$ cat config.mk
export PLATFORM = sky130hd
export DESIGN_NAME = ssd_scan_ctrl_flat
export DESIGN_NICKNAME = d
export VERILOG_FILES = /design/src/rtl/ssd_scan_ctrl_if.sv /design/src/rtl/ssd_scan_ctrl.sv /design/src/flat_wrapper.sv
export SDC_FILE = /design/constraint.sdc
export NUM_CORES = 1
export LEC_CHECK = 0
export BUFFER_PORTS_ARGS = -buffer_cell sky130_fd_sc_hd__buf_4
export CORE_UTILIZATION = 56
export DETAILED_ROUTE_END_ITERATION = 6
export PLACE_DENSITY = 0.78
export SLEW_MARGIN = 5
export SYNTH_ARGS = -nofsm -noshare
export SYNTH_HDL_FRONTEND = slang
export SYNTH_SLANG_ARGS = --single-unit
export TNS_END_PERCENT = 10
$ cat constraint.sdc
create_clock -name x1 -period 3.9 [get_ports x1]
set_input_delay 0.78 -clock x1 [delete_from_list [all_inputs] [get_ports x1]]
set_output_delay 0.78 -clock x1 [all_outputs]
set_load 0.05 [all_outputs]
$ cat src/rtl/ssd_scan_ctrl_if.sv
// Load handshake bundle for ssd_scan_ctrl: hex value bank, load strobe and
// pending flag. Optional per-digit decimal points exist only when SSD_DP_EN
// is defined.
interface ssd_scan_ctrl_if #(
    parameter int NUM_DIGITS = 4
);
    logic [4*NUM_DIGITS-1:0] value;
    logic                    load;
    logic                    pending;
`ifdef SSD_DP_EN
    logic [NUM_DIGITS-1:0]   dp;

    modport master (output value, output load, output dp, input pending);
    modport slave  (input value, input load, input dp, output pending);
`else
    modport master (output value, output load, input pending);
    modport slave  (input value, input load, output pending);
`endif
endinterface

$ cat src/rtl/ssd_scan_ctrl.sv
// ssd_scan_ctrl: multiplexed common-anode seven-segment scanner with a
// double-buffered hex bank, per-digit enable, leading-zero blanking, PWM
// brightness and a frame-synchronous load handshake. All pins active-low.
// Optional feature macro: SSD_DP_EN (adds staged per-digit decimal points).
module ssd_scan_ctrl #(
    parameter int NUM_DIGITS = 4,
    parameter int DIV_COUNT  = 1250,
    parameter int BRIGHT_W   = 3
) (
    input  logic                  x1,
    input  logic                  reset,
    ssd_scan_ctrl_if.slave        bus,
    input  logic [NUM_DIGITS-1:0] digit_en,
    input  logic                  lz_blank,
    input  logic [BRIGHT_W-1:0]   brightness,
    output logic                  frame_start,
    output logic [NUM_DIGITS-1:0] anodes,
    output logic [7:0]            SSD
);

    localparam int DIV_W = (DIV_COUNT > 1) ? $clog2(DIV_COUNT) : 1;
    localparam int IDX_W = (NUM_DIGITS > 1) ? $clog2(NUM_DIGITS) : 1;

    logic [DIV_W-1:0]        r_div;
    logic [IDX_W-1:0]        r_idx;
    logic [BRIGHT_W-1:0]     r_pwm;
    logic [4*NUM_DIGITS-1:0] r_stage;
    logic [4*NUM_DIGITS-1:0] r_disp;
    logic                    r_pending;
    logic                    r_frame_start;
    logic [NUM_DIGITS-1:0]   r_anodes;
    logic [7:0]              r_ssd;

    logic                    w_tick;
    logic                    w_frame_tick;
    logic [IDX_W-1:0]        w_idx_next;
    logic [BRIGHT_W-1:0]     w_pwm_next;
    logic                    w_pwm_on;
    logic [4*NUM_DIGITS-1:0] w_disp_next;
    logic [NUM_DIGITS-1:0]   w_lit;
    logic [3:0]              w_sel_nib;
    logic [7:0]              w_seg;
    logic                    w_dp_bit;
    logic [NUM_DIGITS-1:0]   w_onehot;

    function automatic logic [7:0] f_decode(input logic [3:0] nib);
        logic [7:0] code;
        case (nib)
            4'h0: code = 8'hC0;
            4'h1: code = 8'hF9;
            4'h2: code = 8'hA4;
            4'h3: code = 8'hB0;
            4'h4: code = 8'h99;
            4'h5: code = 8'h92;
            4'h6: code = 8'h82;
            4'h7: code = 8'hF8;
            4'h8: code = 8'h80;
            4'h9: code = 8'h90;
            4'hA: code = 8'h88;
            4'hB: code = 8'h83;
            4'hC: code = 8'hC6;
            4'hD: code = 8'hA1;
            4'hE: code = 8'h86;
            default: code = 8'h8E;
        endcase
        return code;
    endfunction

    // Outputs are registered from next-state values so anodes/SSD move on
    // the same edge as the digit index, one cycle after the tick.
    assign w_tick       = (r_div == DIV_W'(DIV_COUNT - 1));
    assign w_frame_tick = w_tick && (r_idx == IDX_W'(NUM_DIGITS - 1));
    assign w_idx_next   = !w_tick ? r_idx :
                          (w_frame_tick ? '0 : r_idx + IDX_W'(1));
    assign w_pwm_next   = r_pwm + BRIGHT_W'(1);
    assign w_pwm_on     = (&brightness) || (w_pwm_next < brightness);
    // A load coincident with the frame boundary bypasses staging.
    assign w_disp_next  = !w_frame_tick ? r_disp :
                          (bus.load ? bus.value : r_stage);
    assign w_sel_nib    = w_disp_next[4*w_idx_next +: 4];
    assign w_seg        = f_decode(w_sel_nib);
    assign w_onehot     = {{(NUM_DIGITS-1){1'b0}}, 1'b1} << w_idx_next;

`ifdef SSD_DP_EN
    logic [NUM_DIGITS-1:0] r_dp_stage;
    logic [NUM_DIGITS-1:0] r_dp_disp;
    logic [NUM_DIGITS-1:0] w_dp_disp_next;

    assign w_dp_disp_next = !w_frame_tick ? r_dp_disp :
                            (bus.load ? bus.dp : r_dp_stage);
    assign w_dp_bit       = ~w_dp_disp_next[w_idx_next];

    // Decimal-point staging and display banks follow the value handshake.
    always_ff @(posedge x1) begin
        if (reset) begin
            r_dp_stage <= '0;
            r_dp_disp  <= '0;
        end else begin
            if (bus.load) r_dp_stage <= bus.dp;
            r_dp_disp <= w_dp_disp_next;
        end
    end
`else
    assign w_dp_bit = 1'b1;
`endif

    // Lit mask: enable plus leading-zero suppression scanned from the top digit.
    always_comb begin
        logic       v_higher_dark;
        logic [3:0] v_nib;
        int unsigned k;
        v_higher_dark = 1'b1;
        v_nib         = '0;
        k             = 0;
        w_lit         = '0;
        for (int unsigned j = 0; j < NUM_DIGITS; j++) begin
            k        = NUM_DIGITS - 1 - j;
            v_nib    = w_disp_next[4*k +: 4];
            w_lit[k] = digit_en[k] &&
                       !(lz_blank && (k != 0) && (v_nib == 4'h0) && v_higher_dark);
            v_higher_dark = v_higher_dark && ((v_nib == 4'h0) || !digit_en[k]);
        end
    end

    // Divider, scan index, PWM counter, banks, handshake and pin registers.
    always_ff @(posedge x1) begin
        if (reset) begin
            r_div         <= '0;
            r_idx         <= '0;
            r_pwm         <= '0;
            r_stage       <= '0;
            r_disp        <= '0;
            r_pending     <= 1'b0;
            r_frame_start <= 1'b0;
            r_anodes      <= '1;
            r_ssd         <= 8'hFF;
        end else begin
            r_div         <= w_tick ? '0 : r_div + DIV_W'(1);
            r_idx         <= w_idx_next;
            r_pwm         <= w_pwm_next;
            r_disp        <= w_disp_next;
            r_frame_start <= w_frame_tick;
            if (bus.load) r_stage <= bus.value;
            if (w_frame_tick)  r_pending <= 1'b0;
            else if (bus.load) r_pending <= 1'b1;
            if (w_lit[w_idx_next]) begin
                r_ssd    <= {w_dp_bit, w_seg[6:0]};
                r_anodes <= w_pwm_on ? ~w_onehot : '1;
            end else begin
                r_ssd    <= 8'hFF;
                r_anodes <= '1;
            end
        end
    end

    assign bus.pending = r_pending;
    assign frame_start = r_frame_start;
    assign anodes      = r_anodes;
    assign SSD         = r_ssd;

endmodule
$ cat src/flat_wrapper.sv
// flat-port wrapper written by rule: the top's interface ports become plain ports
module ssd_scan_ctrl_flat 
#(
    parameter int NUM_DIGITS = 4,
    parameter int DIV_COUNT  = 1250,
    parameter int BRIGHT_W   = 3
)
  (x1, reset, digit_en, lz_blank, brightness, frame_start, anodes, SSD, bus_value, bus_load, bus_pending);
  ssd_scan_ctrl_if #(.NUM_DIGITS(NUM_DIGITS)) bus_i ();
  input  logic x1;
  input  logic reset;
  input  logic [NUM_DIGITS-1:0] digit_en;
  input  logic lz_blank;
  input  logic [BRIGHT_W-1:0] brightness;
  output logic frame_start;
  output logic [NUM_DIGITS-1:0] anodes;
  output logic [7:0] SSD;
  input wire logic [$bits(bus_i.value)-1:0] bus_value;
  input wire logic [$bits(bus_i.load)-1:0] bus_load;
  output wire logic [$bits(bus_i.pending)-1:0] bus_pending;
  assign bus_i.value = bus_value;
  assign bus_i.load = bus_load;
  assign bus_pending = bus_i.pending;
  ssd_scan_ctrl #(.NUM_DIGITS(NUM_DIGITS), .DIV_COUNT(DIV_COUNT), .BRIGHT_W(BRIGHT_W)) u_core (.x1(x1), .reset(reset), .bus(bus_i), .digit_en(digit_en), .lz_blank(lz_blank), .brightness(brightness), .frame_start(frame_start), .anodes(anodes), .SSD(SSD));
endmodule
==> metrics, run 1 <==
DR vias=roughly 2200; CTS Hold Bufs=0; GRT Max-Usage Layer=met2; Net count, final=about 370; crit-path cells=ha_1 > nor4b_4 > and4_1 > mux2i_1 > mux2_2 > mux2_2 > inv_1 > ha_1 > a21boi_0 > o21ai_0 > nand4_1; Synth-to-Final Area Change=16.89%; WHS Endpoint=u_core.r_pwm[0]$_SDFF_PP0_; Ports=41; startpoint types=flop; met2 Usage GRT=~33%; Die W=73.45 µm; # Post-CTS Setup Buffers=0; post-detailed-route count of antenna-violating nets=0; syn_area_per_cell=a little under 10 µm²; setup TNS=0 ns; outcome=finished clean; Main synth FF type=dfxtp_1; Final Skew=roughly 0.0093 ns; Worst EP required=between 4 and 5 ns; CTS Buf Count=9; most frequent cells in the layout=dfxtp_1, nor2_1, buf_4; wire per inst=13.32 µm; DR vias/cell=around 5.4; synthesized flop and latch total=about 60; # port buffers=39; worst skew pair latency=between 0.3 and 0.4 ns; n_diodes=0; largest net degree at the start of global routing=between 40 and 50; FF-to-FF Start=u_core.r_div[0]$_SDFF_PP0_; Root Buffer=clkbuf_8; DP Wirelength=~4000 µm; Crit path buffers/inverters=1; antenna violations before repair=0; cells on worst reg2reg path=11; fin util=approximately 70%; layout cells sized above 1=23.74%; r2r endpoint=u_core.SSD[0]$_SDFF_PP1_; number of H-tree levels=3; CTS tree=built; worst slack, placed=between 0.6 and 0.7 ns; Final Hold Fails=0; Max-Cap Viols=0; met1 Use GR=28.77%; Rel. slew slack=61.18%; Syn Std Cell Area=about 2900 µm²; CTS clk-pin slew, worst paths=0.06 ns; global route total overflow=0; CTS max path bufs=2; Yosys cell types=56; Power, Total=~1.3 mW; Max Fclk=306.3 MHz; first-pass iteration count of the detailed router=4; slack of the critical path=0.6353 ns; cell count after synthesis=296; routability cong.=a little over 0.8; WHS Path Cells=1; crit-path max FO=10; post-cts sizing count=0; Die Area=5395 µm²; Crit path depth=11; Power Density=381.5 nW/µm²; sequential area share after synthesis=~43%; Die H=between 70 and 80 µm; HP Class=reg2reg; row count=25; GRT Util Overall=a little over a fifth; Final period util=about 84%; minimum clock period=between 3 and 4 ns; Synth Net Count=~330; LEAKAGE=~1.4 nW; Yosys Warn Count=0; Total Wirelength=around 5400 µm; core area=approximately 4800 µm²; r2r setup slk=0.64 ns; CP max stage delay=about 0.6 ns; Worst EP arrival=3.54 ns; Slew @ Worst Pin=0.5823 ns; Crit Path Class=reg2reg; Crit path max-delay family=simple AND/OR/NAND/NOR gates; number of synthesized flops with an enable pin=0; DR DRC count=0; peak supply drop=about 0.26 mV; max-slew violations=0; Final setup viols=0; hold_ws=approximately 0.46 ns; most common cell after layout, fill and taps aside=dfxtp_1; initial DRC count=117; slowest stage cell, crit path=and4_1; Initial Util=between 50% and 60%; Critical Path Sink Type=flop; crit path launch=u_core.r_div[0]$_SDFF_PP0_; worst hold start=u_core.r_pwm[0]$_SDFF_PP0_; clk sinks=61; share of flip-flops with an asynchronous set or reset=0%; unrepaired setup endpoints after global routing=no; first-pass GRT wire length=8797 µm; GR Layer Usage met3=6.996%; vias in the first global route=between 1500 and 2000
-- cells in the mapped netlist, types with 7 or more instances --
cell type,count,area [µm²]
a211oi_1,8,60.06
a21oi_1,7,35.03
clkbuf_1,7,26.28
dfxtp_1,61,1221
ha_1,11,137.6
inv_1,14,52.55
mux2_2,12,135.1
mux2i_1,22,220.2
nand3_1,12,60.06
nor2_1,47,176.4
nor2b_1,11,68.82
-- worst max path at each step --
| stage | to | slack (ns) |
|---|---|---|
| finish | u_core.SSD[0]$_SDFF_PP1_ | 0.64 |
| CTS | u_core.SSD[0]$_SDFF_PP1_ | 0.62 |
| global route | u_core.SSD[0]$_SDFF_PP1_ | 0.35 |
| floorplan | u_core.SSD[0]$_SDFF_PP1_ | 0.89 |
| detailed placement | u_core.SSD[0]$_SDFF_PP1_ | 0.65 |
| global placement | u_core.SSD[0]$_SDFF_PP1_ | 0.80 |
-- where the power goes --
| part | switching [mW] | internal (mW) | total, mW |
|---|---|---|---|
| Sequential | 0.00996 | 0.643 | 0.653 |
| Combinational | 0.0679 | 0.0538 | 0.122 |
| Clock | 0.222 | 0.278 | 0.500 |
| Total | 0.299 | 0.976 | 1.28 |
-- layer usage --
layer / routed length (µm) / up-vias
met4: 127 / 0
met3: 291 / 14
li1: - / 1117
met2: 2258 / 60
met5: 0 / -
met1: 2703 / 974
-- registers in the layout, summed over array words and instances, names as in the netlist --
name                flops
u_core.r_disp          16
u_core.r_stage         16
u_core.r_div           11
u_core.SSD              7
u_core.anodes           4
u_core.r_pwm            3
u_core.r_idx            2
u_core.bus.pending      1
u_core.frame_start      1
-- layout make-up --
type | count | area [µm²]
inverter | 14 | 52.55
clock inverter | 1 | 5.005
sequential | 61 | 1221
clock buffer | 14 | 172.7
tap | 67 | 83.83
timing repair buffer | 42 | 315.3
fill | 424 | 1475
multi-input combinational | 205 | 1491
-- per-stage QoR --
stage | std cells | area, µm²
3_5_place_dp | 389 | 3164
5_1_grt | 404 | 3342
3_3_place_gp | 389 | 3164
2_1_floorplan | 296 | 2859
6_report | 404 | 3342
4_1_cts | 404 | 3342
-- worst reg2reg max path, delay by kind of cell (launching register included) --
kind	cells	cell delay, ns
fa+ha+maj	2	0.37
simple gates	3	0.98
mux	3	0.79
flops	1	0.41
compound gates	2	0.54
buf+inv	1	0.12
-- cells by family after synthesis --
logic type               count (synthesis)  share of synthesized area [%]
buffers and inverters                   30                          5.120
flip-flops                              61                          42.71
XOR/XNOR                                10                          3.063
other                                    1                         0.1312
adder cells (fa/ha/maj)                 11                          4.814
AO/OA/AOI/OAI                           39                          10.37
AND/OR/NAND/NOR                        107                          19.52
multiplexers                            37                          14.27
No activity file was read; power rests on OpenSTA's default activity.
==> run 2: changes to the inputs <==
clock period = 3.4 ns   (was 3.9 ns; I/O delays follow)
==> metrics, run 2 (same netlist as run 1, synthesis figures left out) <==
peak supply drop=roughly 0.27 mV; Synth-to-Final Area Change=18.86%; startpoint types=flop; Net count, final=between 300 and 400; vias in the first global route=~2000; DP Wirelength=just under 4000 µm; Post-Place Cells=390; Max-Cap Viols=0; Initial Util=roughly three fifths; LEAKAGE=approximately 1.4 nW; DR vias=~2200; clk sinks=approximately 60; post-detailed-route count of antenna-violating nets=0; wire per inst=roughly 13 µm; antenna violations before repair=0; first-pass iteration count of the detailed router=6; area of the multi-input gates=roughly 1500 µm²; GRT Util Overall=between 20% and 30%; crit-path max FO=17; unrepaired setup endpoints after global routing=no; most frequent cells in the layout=dfxtp_1, nor2_1, buf_4; Total Wirelength=between 5000 and 6000 µm; DR DRC count=0; cells on worst reg2reg path=9; slowest stage cell, crit path=a21oi_1; Final setup viols=0; largest net degree at the start of global routing=between 40 and 50; CTS Buf Count=9; CP max stage delay=0.72 ns; minimum clock period=3.073 ns; Power, Total=~1.6 mW; Slew @ Worst Pin=0.8770 ns; most common cell after layout, fill and taps aside=dfxtp_1; Critical Path Sink Type=flop; Fillers=410; core area=4817 µm²; Die W=around 73 µm; DR vias/cell=approximately 5.4; # port buffers=39; hold_ws=about 0.46 ns; CTS Hold Bufs=0; Rel. slew slack=around 42%; Ports=between 40 and 50; Final Hold Fails=0; Final Non-Filler Cells=just over 400; WHS Path Cells=1; Crit Path Class=reg2reg; Die Area=between 5000 and 6000 µm²; biggest regs=u_core.r_disp: 16 flops, u_core.r_stage: 16 flops, u_core.r_div: 11 flops; n_diodes=0; CTS max path bufs=2; initial DRC count=116; Power Density=around 470 nW/µm²; first-pass GRT wire length=8832 µm; row count=25; Worst EP required=approximately 3.6 ns; Root Buffer=clkbuf_8; Final Skew=0.009051 ns; Seq. cell area=around 1200 µm²; layout cells sized above 1=approximately 25%; Max Fclk=approximately 330 MHz; worst skew pair latency=0.34 ns; HP Class=reg2reg; CTS clk-pin slew, worst paths=roughly 0.070 ns; number of H-tree levels=3; Worst EP arrival=about 3.2 ns; CTS tree=built; crit-path cells=ha_1 > nor4b_4 > and4_2 > buf_4 > o211ai_1 > o2111ai_1 > o32ai_1 > a21oi_1 > o221ai_1; max-slew violations=0; # Post-CTS Setup Buffers=0; routability cong.=roughly 0.83; global route total overflow=0; Die H=between 70 and 80 µm; Final period util=about nine tenths; outcome=finished clean; setup TNS=0 ns
[run 2: stage by stage]
step                worst slack (ns)  area [µm²]  util (%)
global route                 0.04410        3398     70.55
floorplan                     0.4895        2859         -
detailed placement            0.2959        3172     65.84
finish                        0.3266        3398     70.55
CTS                           0.2307        3397     70.52
global placement              0.3391        3172     65.84
[run 2: what timing repair did]
action / 4_1_cts / 5_1_grt
resized for setup: 0 / 1
endpoints found under the setup margin: 0 / 3
hold endpoints to repair: 0 / 0
[run 2: layout make-up]
cell class | instances | area share [%]
clock buffers | 12 | 4.566
flip-flops and latches | 61 | 35.94
well taps | 67 | 2.467
clock inverters | 4 | 2.062
inverters | 14 | 1.546
repair buffers | 43 | 9.499
multi-input cells | 205 | 43.92
[run 2: final timing paths]
kind	startpoint	end	slack, ns
setup reg to reg	u_core.r_div[0]$_SDFF_PP0_	u_core.SSD[1]$_SDFF_PP1_	0.33
hold / removal	u_core.r_pwm[0]$_SDFF_PP0_	u_core.r_pwm[0]$_SDFF_PP0_	0.46
setup / recovery	u_core.r_div[0]$_SDFF_PP0_	u_core.SSD[1]$_SDFF_PP1_	0.33
hold reg to reg	u_core.r_pwm[0]$_SDFF_PP0_	u_core.r_pwm[0]$_SDFF_PP0_	0.46
[run 2: worst max-delay path: cells and delay by family (launching register included)]
kind	cells	cell delay, ns
and+or+nand+nor	2	0.73
buffers and inverters	1	0.25
AOI/OAI and AO/OA	5	1.34
adders and majority gates	1	0.17
DFF	1	0.39
[run 2: layer usage]
metal | part of all wire, % | vias up | GRT usage [%]
li1 | - | 1126 | -
met1 | 49 | 987 | 28.65
met2 | 44 | 56 | 33.13
met3 | 4.7 | 13 | 4.664
met4 | 2.3 | 0 | 11.75
met5 | 0 | - | 0
[run 2: report_power, final]
group | switching [mW] | internal [mW]
sequential | 0.0111 | 0.738
clock | 0.264 | 0.450
combinational | 0.0790 | 0.0613
total | 0.354 | 1.25
==> run 3: changes to the inputs <==
ABC_AREA = 1   (was unset)
CORE_UTILIZATION = 57   (was 56)
PLACE_DENSITY = 0.79   (was 0.78)
SLEW_MARGIN = 20   (was 5)
==> metrics, run 3 <==
CTS tree=built; Die H=76.88 µm; Yosys Warn Count=0; CP max stage delay=0.40 ns; Die Area=between 5000 and 6000 µm²; CTS clk-pin slew, worst paths=approximately 0.070 ns; routability cong.=just over 0.9; Crit path buffers/inverters=1; setup TNS=0 ns; antenna violations before repair=0; Crit path top cell by count=nand2_1; CTS max path bufs=2; global route total overflow=0; Power Density=429.5 nW/µm²; minimum clock period=2.681 ns; Final period util=between 70% and 80%; largest net degree at the start of global routing=40; leading cell types by count after synthesis=nand2_1, dfxtp_1, nor2_1; most common cell after layout, fill and taps aside=nand2_1; Crit Path Class=reg2reg; LEAKAGE=approximately 1.8 nW; Final Skew=0.01064 ns; clk sinks=61; Final Hold Fails=0; crit-path max FO=25; peak supply drop=0.3299 mV; max-slew violations=0; Synth-to-Final Area Change=16.21%; GRT Util Overall=between 20 and 25%; Critical Path Sink Type=flop; area of the multi-input gates=around 1700 µm²; Max Fclk=around 370 MHz; post-detailed-route count of antenna-violating nets=0; count leader, synth=nand2_1; Rel. slew slack=~65%; Ports=between 40 and 50; number of H-tree levels=3; wire per inst=between 10 and 15 µm; biggest regs=u_core.r_disp: 16 flops, u_core.r_stage: 16 flops, u_core.r_div: 11 flops; share of flip-flops with an asynchronous set or reset=0%; detailed route wirelength on metal3=228 µm; highest metal used=met4; slowest stage cell, crit path=dfxtp_1; Synth Net Count=around 460; Crit path max-delay family=simple AND/OR/NAND/NOR gates; layout cells sized above 1=22.94%; DR DRC count=0; CTS Hold Bufs=0; Total Wirelength=around 6300 µm; n_diodes=0; sequential area share after synthesis=a little under two fifths; CTS Buf Count=9; initial DRC count=about 150; first-pass GRT wire length=approximately 11000 µm; # port buffers=39; DR vias/cell=5.073; most frequent cells in the layout=nand2_1, dfxtp_1, nor2_1; syn_area_per_cell=roughly 7.6 µm²; Slew @ Worst Pin=0.5191 ns; synthesized flop and latch total=just over 60; Worst EP required=3.68 ns; DR WL met2=a little over 3000 µm; synth top area cells=dfxtp_1, nand2_1, nor2_1, ha_1, inv_1; number of synthesized flops with an enable pin=0; Net count, final=495; Root Buffer=clkbuf_8; Die W=about 77 µm; routed length on met1=just under 3000 µm; post-cts sizing count=0; DP Wirelength=4689 µm; crit-path cells=ha_1 > nand2_1 > nor2_8 > nand3_4 > nand2_1 > o21ai_1 > nand2_1 > nand2_1 > nor2_1 > ha_1 > nand3_1 > nand2_1 > nand2_1 > nand2_1 > inv_1 > nand2_1; Max-Cap Viols=0; unrepaired setup endpoints after global routing=no; Final setup viols=0; Initial Util=around three fifths; Yosys top cell by area=dfxtp_1; HP Class=reg2reg; vias in the first global route=2542; Seq. cell area=1221 µm²; Worst EP arrival=approximately 3.0 ns; worst skew pair latency=about 0.34 ns; DR vias=around 2700; first-pass iteration count of the detailed router=4; fin util=between 70 and 80%; core area=roughly 5200 µm²; # Post-CTS Setup Buffers=0; Fillers=457; Yosys top cell area share=38.21%; Main synth FF type=dfxtp_1; Power, Total=around 1.6 mW; cell count after synthesis=roughly 420; outcome=finished clean; row count=26; Yosys cell types=44; startpoint types=flop; Syn Std Cell Area=approximately 3200 µm²
run 3: cell types whose count changed after synthesis, moves of 11 or more:
| cell | previous run | this run |
|---|---|---|
| nand2_2 | 1 | 14 |
| nand2_1 | 6 | 124 |
| mux2i_1 | 22 | 7 |
| a21oi_1 | 7 | 22 |
| nor2b_1 | 11 | 0 |
| mux2_2 | 12 | 0 |
| inv_1 | 14 | 32 |
| nand4_1 | 6 | 18 |
run 3: cell families after synthesis:
| family | count (synthesis) | synth area share, % |
|---|---|---|
| fa+ha+maj | 11 | 4.307 |
| xor+xnor | 3 | 0.8224 |
| mux | 7 | 2.193 |
| buf+inv | 51 | 7.596 |
| other cells | 1 | 0.1174 |
| simple gates | 247 | 39.08 |
| compound gates | 38 | 7.675 |
| flops | 61 | 38.21 |
run 3: power breakdown:
| part | switching [mW] | internal [mW] |
|---|---|---|
| Combinational | 0.0786 | 0.0516 |
| Clock | 0.288 | 0.431 |
| Sequential | 0.00935 | 0.737 |
run 3: worst paths after layout:
| kind | start | to | slack (ns) | cells past startpoint |
|---|---|---|---|---|
| hold reg to reg | u_core.r_pwm[0]$_SDFF_PP0_ | u_core.r_pwm[0]$_SDFF_PP0_ | 0.46 | 1 |
| setup / recovery | u_core.r_div[0]$_SDFF_PP0_ | u_core.SSD[0]$_SDFF_PP1_ | 0.72 | 16 |
| hold / removal | u_core.r_pwm[0]$_SDFF_PP0_ | u_core.r_pwm[0]$_SDFF_PP0_ | 0.46 | 1 |
| setup reg to reg | u_core.r_div[0]$_SDFF_PP0_ | u_core.SSD[0]$_SDFF_PP1_ | 0.72 | 16 |
run 3: cell type report:
cell class / count / share of cell area (%)
timing repair buffer: 39 / 7.884
multi-input combinational: 307 / 46.63
tap: 70 / 2.358
clock inverter: 6 / 2.325
sequential: 61 / 32.88
inverter: 39 / 4.212
clock buffer: 10 / 3.706
run 3: per-stage QoR:
step	worst slack, ns	area [µm²]	hold slack, ns	std cells
floorplan	1.012	3196	0.4176	419
global placement	0.7685	3490	0.4293	516
detailed placement	0.7197	3490	0.4507	516
CTS	0.7331	3714	0.4679	532
global route	0.4088	3714	0.4962	532
finish	0.7186	3714	0.4589	532
run 3: worst reg2reg max path, delay by kind of cell (launching register included):
family | cells | cell delay [ns]
and+or+nand+nor | 12 | 1.61
adders and majority gates | 2 | 0.47
DFF | 1 | 0.40
AOI/OAI and AO/OA | 1 | 0.10
buffers and inverters | 1 | 0.03
run 3: per-layer routing:
layer  vias up  global-route usage [%]
met2        47                   39.11
met1      1224                   30.34
met4         0                   12.31
met3         9                   4.167
li1       1419                       -
met5         -                       0
